**config.mk**
```make
export PLATFORM = sky130hd
export DESIGN_NAME = mux_rr_scheduler
export DESIGN_NICKNAME = d
export VERILOG_FILES = /design/src/rtl/mux_rr_scheduler.sv
export SDC_FILE = /design/constraint.sdc
export NUM_CORES = 1
export LEC_CHECK = 0
export ABC_AREA = 0
export CAP_MARGIN = 20
export CORE_ASPECT_RATIO = 1.1
export CORE_MARGIN = 2
export CORE_UTILIZATION = 53
export DETAILED_ROUTE_END_ITERATION = 10
export PLACE_DENSITY_LB_ADDON = 0.2
export SETUP_SLACK_MARGIN = 0.1
export SYNTH_ARGS = -nofsm -noshare
export SYNTH_HDL_FRONTEND = slang
export SYNTH_SLANG_ARGS = --single-unit
```
**constraint.sdc**
```tcl
create_clock -name clk -period 12.85 [get_ports clk]
set_clock_uncertainty 0.15 [all_clocks]
set_input_delay 1.9275 -clock clk [delete_from_list [all_inputs] [get_ports clk]]
set_output_delay 1.9275 -clock clk [all_outputs]
set_load 0.005 [all_outputs]
```
**src/rtl/mux_rr_scheduler.sv**
```systemverilog
// ---------------------------------------------------------------------------
// mux_rr_scheduler
//
// Purpose: arbitrates 16 requesters for one shared 16:1 single-bit mux.
// A granted requester keeps the mux for up to HOLD_BEATS accepted beats, or
// until it drops its request, after which the next requester (searching
// upward from the one after the last grant, wrapping 15->0) is granted.
//
// Ports:
//   clk        single clock, all state updates on the rising edge
//   rst_n      synchronous active-low reset
//   req[15:0]  request vector, bit i = requester i wants the mux
//   in[15:0]   mux data inputs, bit i belongs to requester i
//   out_ready  downstream accepts the current beat
//   sel[3:0]   registered select for the shared mux (granted index)
//   gnt[15:0]  registered one-hot grant, all-zero when nothing is granted
//   out_bit    in[sel] while out_valid, else 0 (combinational)
//   out_valid  beat valid, high only while transferring
//   busy       high while arbitrating or transferring
//
// Parameter:
//   HOLD_BEATS max accepted beats per grant, legal range 1..16
//
// Configuration macro:
//   MUX_SCHED_FIXED_PRIO_EN  when defined, arbitration always grants the
//                            lowest-index requester and the round-robin
//                            pointer is not built.
// ---------------------------------------------------------------------------
module mux_rr_scheduler #(
    parameter int HOLD_BEATS = 4
) (
    input  logic        clk,
    input  logic        rst_n,
    input  logic [15:0] req,
    input  logic [15:0] in,
    input  logic        out_ready,
    output logic [3:0]  sel,
    output logic [15:0] gnt,
    output logic        out_bit,
    output logic        out_valid,
    output logic        busy
);

    typedef enum logic [1:0] {
        IDLE = 2'd0,
        ARB  = 2'd1,
        XFER = 2'd2
    } state_t;

    state_t      state_reg, state_next;
    logic [3:0]  sel_reg, sel_next;
    logic [15:0] gnt_reg, gnt_next;
    logic [4:0]  beat_cnt_reg, beat_cnt_next;

    logic [3:0]  search_base;
    logic [15:0] rot_req;
    logic [3:0]  rot_idx;
    logic [3:0]  win_idx;
    logic [15:0] win_onehot;
    logic        beat_acc;
    logic [4:0]  beat_cnt_inc;
    logic        hold_done;
    logic        release_now;

`ifdef MUX_SCHED_FIXED_PRIO_EN
    // Fixed priority: the search always begins at requester 0.
    assign search_base = 4'd0;
`else
    // Round-robin pointer: index where the next search begins.
    logic [3:0] ptr_reg, ptr_next;
    assign search_base = ptr_reg;
`endif

    // Rotate the request vector so the search start lands on bit 0; the
    // 4-bit index addition wraps 15->0 naturally.
    generate
        for (genvar gi = 0; gi < 16; gi++) begin : g_rot
            assign rot_req[gi] = req[4'(gi) + search_base];
        end
    endgenerate

    // Lowest set bit of the rotated vector (loop runs downward so the
    // lowest index is the last, winning assignment).
    always_comb begin
        rot_idx = 4'd0;
        for (int i = 15; i >= 0; i--) begin
            if (rot_req[i]) begin
                rot_idx = 4'(i);
            end
        end
    end

    // Undo the rotation to get the absolute requester index.
    assign win_idx = rot_idx + search_base;

    generate
        for (genvar gi = 0; gi < 16; gi++) begin : g_onehot
            assign win_onehot[gi] = (win_idx == 4'(gi));
        end
    endgenerate

    assign out_valid    = (state_reg == XFER);
    assign busy         = (state_reg != IDLE);
    assign out_bit      = out_valid & in[sel_reg];
    assign sel          = sel_reg;
    assign gnt          = gnt_reg;

    assign beat_acc     = out_valid & out_ready;
    assign beat_cnt_inc = beat_cnt_reg + {4'd0, beat_acc};
    assign hold_done    = beat_acc && (beat_cnt_inc == 5'(HOLD_BEATS));
    // A dropped request releases immediately; if a beat was accepted in the
    // same cycle it still counts (beat_cnt_inc already includes it).
    assign release_now  = out_valid && (hold_done || !req[sel_reg]);

    always_comb begin
        state_next    = state_reg;
        sel_next      = sel_reg;
        gnt_next      = gnt_reg;
        beat_cnt_next = beat_cnt_reg;
`ifdef MUX_SCHED_FIXED_PRIO_EN
`else
        ptr_next      = ptr_reg;
`endif
        case (state_reg)
            IDLE: begin
                if (|req) begin
                    state_next = ARB;
                end
            end
            ARB: begin
                if (|req) begin
                    sel_next      = win_idx;
                    gnt_next      = win_onehot;
                    beat_cnt_next = 5'd0;
                    state_next    = XFER;
                end else begin
                    gnt_next   = 16'd0;
                    state_next = IDLE;
                end
            end
            XFER: begin
                // out_ready low leaves beat_cnt_inc equal to beat_cnt_reg,
                // so sel/gnt/beat_cnt all hold during backpressure.
                beat_cnt_next = beat_cnt_inc;
                if (release_now) begin
`ifdef MUX_SCHED_FIXED_PRIO_EN
`else
                    ptr_next = sel_reg + 4'd1;
`endif
                    gnt_next   = 16'd0;
                    // Only other requesters justify going straight back to
                    // arbitration; the releasing one waits for IDLE.
                    state_next = (|(req & ~gnt_reg)) ? ARB : IDLE;
                end
            end
            default: begin
                state_next = IDLE;
            end
        endcase
    end

    always_ff @(posedge clk) begin
        if (!rst_n) begin
            state_reg    <= IDLE;
            sel_reg      <= 4'd0;
            gnt_reg      <= 16'd0;
            beat_cnt_reg <= 5'd0;
`ifdef MUX_SCHED_FIXED_PRIO_EN
`else
            ptr_reg      <= 4'd0;
`endif
        end else begin
            state_reg    <= state_next;
            sel_reg      <= sel_next;
            gnt_reg      <= gnt_next;
            beat_cnt_reg <= beat_cnt_next;
`ifdef MUX_SCHED_FIXED_PRIO_EN
`else
            ptr_reg      <= ptr_next;
`endif
        end
    end

endmodule

```
==> metrics.txt <==
status finished clean; kind of cell adding the most delay to the critical path multiplexers; number of synthesized flops with an enable pin 0; critical path's slowest cell mux4_2; VDD IR-drop max 77.2 µV; mux contribution to synthesized area 32.8%; Comb power frac 43.5%; first-pass GRT wire length 13,100 µm; count of input and output buffers 57; fin. max-slew vios 0; Worst slew margin 49.6%; CTS Buf Count 5; drt pass-1 iters 4; synthesized flop and latch total 31; post-synthesis compound-gate area fraction 14.6%; crit-path max FO 1; P_int 210 µW; global route total overflow 0; ranking of synthesized cells by area mux4_2 23%, dfxtp_1 20%, ha_1 5.3%; layout cell share with drive strength beyond 1 17.0%; startpoint types primary input; final worst path period need 5960 ps; Avg Inst Size Synth 10.2 µm²; vias in the first global route 2,645; Setup Viol. Count Final 0; CTS H-tree depth 2; element type at the critical path end output pin; row count 28; critical path class primary input to output pin; CP Data Required Time 10,770 ps; Syn-to-layout area delta 21.8%; CP Data Arrival Time 3880 ps; Initial Util 55.8%; clk sinks 31; Worst-path clk slew 60 ps; final period utilization 46.4%; final hold violation count 0; Mapped Nets 347; area leader, netlist mux4_2; I/O pin cnt 58; Yosys warning count 0; Die ar. 0.00638 mm²; Seq pwr share 33.6%; RSZ-0062 raised after global routing false; post-CTS setup buffer count 0; post-synth top area share 22.9%; final net count 395; routed vias/inst 6.18; Setup TNS 0 ps; Largest register FFs 16; FFs w/ async S/R, synth 0%; CP Cell Sequence clkdlybuf4s50_1, mux4_2, mux4_2, and2_1, clkdlybuf4s50_1; Synth Area in Simple Gates 15.4%; Cell Area, Synth 0.00305 mm²; via count 2,610; Switch Pwr 115 µW; RD Place Congestion 0.873; largest family of logic cells by synthesized area multiplexers; Max Buffers Root-to-Sink 2; Syn Inst Count 298; fillers 430; Tot Pwr 324 µW; Max-Cap Viols 0; P_leak 1.33 nW; pin count of the biggest net entering global routing 24; ant diodes 0; delay of the slowest cell on the worst path 480 ps; Detail Route Antenna Nets 0; GR Util All Layers 25.3%; Top FF cell, synth dfxtp_1; Root Buffer clkbuf_8; Yosys cell types 52; sequential area share after synthesis 20.4%; WL final 7800 µm; Resized Gates After CTS 0; Max Fclk 168 MHz; post-synthesis xor/xnor area fraction 4.55%; DR WL/cell 18.5 µm; dpl hpwl 6130 µm; hold-fix buffers at CTS 0; Die Height 83.6 µm; Clock Latency Late Sink 290 ps; Worst Tran Pin Value 756 ps; DRC Markers 0; worst path buffer plus inverter count 2; drt initial violations 226; die width 76.3 µm; core area 0.00547 mm²; clock share of power 22.9%; Hold Path Class flop to flop; PwrDens 87.3 mW/mm²; sw frac 35.4%; antenna violations before repair 0; flop-to-flop setup slack 7610 ps; Adder-Cell Fraction of Synth Area 5.99%; CTS tree done
## metrics by stage
| stage | hold WS [ps] | cell area [µm²] | utilization (%) | cells | setup slack [ps] |
|---|---|---|---|---|---|
| final | 324 | 3710 | 68.0 | 422 | 6890 |
| after global routing | 345 | 3710 | 68.0 | 422 | 6690 |
| after CTS | 322 | 3710 | 68.0 | 422 | 6880 |
| after detailed placement | 308 | 3630 | 66.5 | 414 | 6720 |
| after global placement | 297 | 3630 | 66.5 | 414 | 6780 |
| after floorplan | 278 | 3050 | - | 298 | 7750 |
## cell usage after synthesis (5+ instances only)
library cell / instances
nand2_1: 22
o21ai_0: 8
and2_1: 5
nand2b_1: 6
nand3_1: 8
clkbuf_1: 8
a21boi_0: 5
o31ai_1: 9
nor2_1: 8
ha_1: 13
a32o_1: 8
mux2i_1: 9
nor2b_1: 10
dfxtp_1: 31
inv_1: 28
mux4_2: 31
a21oi_1: 9
xor2_1: 7
xnor2_1: 7
mux2_2: 8
## logic make-up (layout without fill, tap and decap cells)
logic type / Yosys count / after routing
xor+xnor: 15 / 15
compound gates: 58 / 58
buf+inv: 45 / 94
mux: 54 / 54
fa+ha+maj: 14 / 14
flops: 31 / 31
simple gates: 81 / 81
## worst paths after layout
| check | depth (start not counted) | start | endpoint |
|---|---|---|---|
| max | 5 | in[15] | out_bit |
| min | 1 | state_reg[0]$_SDFFE_PN0P_ | state_reg[0]$_SDFFE_PN0P_ |
| max reg2reg | 15 | ptr_reg[1]$_SDFFE_PN0P_ | gnt[3]$_SDFFE_PN0P_ |
| min reg2reg | 1 | state_reg[0]$_SDFFE_PN0P_ | state_reg[0]$_SDFFE_PN0P_ |
## power groups by stage
| stage | combinational [mW] | clock, mW | sequential (mW) |
|---|---|---|---|
| final | 0.141 | 0.0743 | 0.109 |
| after global placement | 0.136 | 0 | 0.111 |
| after global routing | 0.153 | 0.0799 | 0.110 |
| after floorplan | 0.101 | 0 | 0.107 |
| after detailed placement | 0.139 | 0 | 0.111 |
| after CTS | 0.140 | 0.0759 | 0.109 |
## placed cells by master (no fill, tap or decap), drive strengths merged, types with 4 or more instances in the layout
cell type	Yosys	layout
a21boi	6	6
a21oi	9	9
a32o	8	8
and2	5	5
clkbuf	8	7
clkdlybuf4s50	0	57
dfxtp	31	31
ha	13	13
inv	28	28
mux2	9	9
mux2i	11	11
mux4	34	34
nand2	22	22
nand2b	6	6
nand3	8	8
nand4	4	4
nor2	8	8
nor2b	10	10
nor4	5	5
o21ai	8	8
o31ai	10	10
or2	5	5
xnor2	7	7
xor2	8	8
## worst reg2reg max path: stages (launching register included)
cell and delay, ps:
dfxtp_1 700, inv_1 280, ha_1 580, mux4_2 600
mux2_2 330, mux2i_2 280, o211ai_1 150, a21oi_1 180
o31ai_1 100, a21oi_1 180, ha_1 240, a21o_1 150
a21oi_1 160, xnor2_1 180, xor2_2 630, a32o_1 280
## layout make-up
class | count | area, µm² | area share [%]
clock inverters | 1 | 5.00 | 0.135
inverters | 28 | 105 | 2.83
repair buffers | 58 | 578 | 15.6
multi-input cells | 222 | 2240 | 60.2
clock buffers | 7 | 76.3 | 2.05
well taps | 75 | 93.8 | 2.53
flip-flops and latches | 31 | 621 | 16.7
## metal layers
metal	vias to the layer above	share of wire (%)	GRT usage, %
li1	1229	-	-
met1	1266	41	31.3
met2	95	50	43.7
met3	20	4.9	3.68
met4	0	3.3	11.2
met5	-	0	0
(Power assumes the default switching activity.)
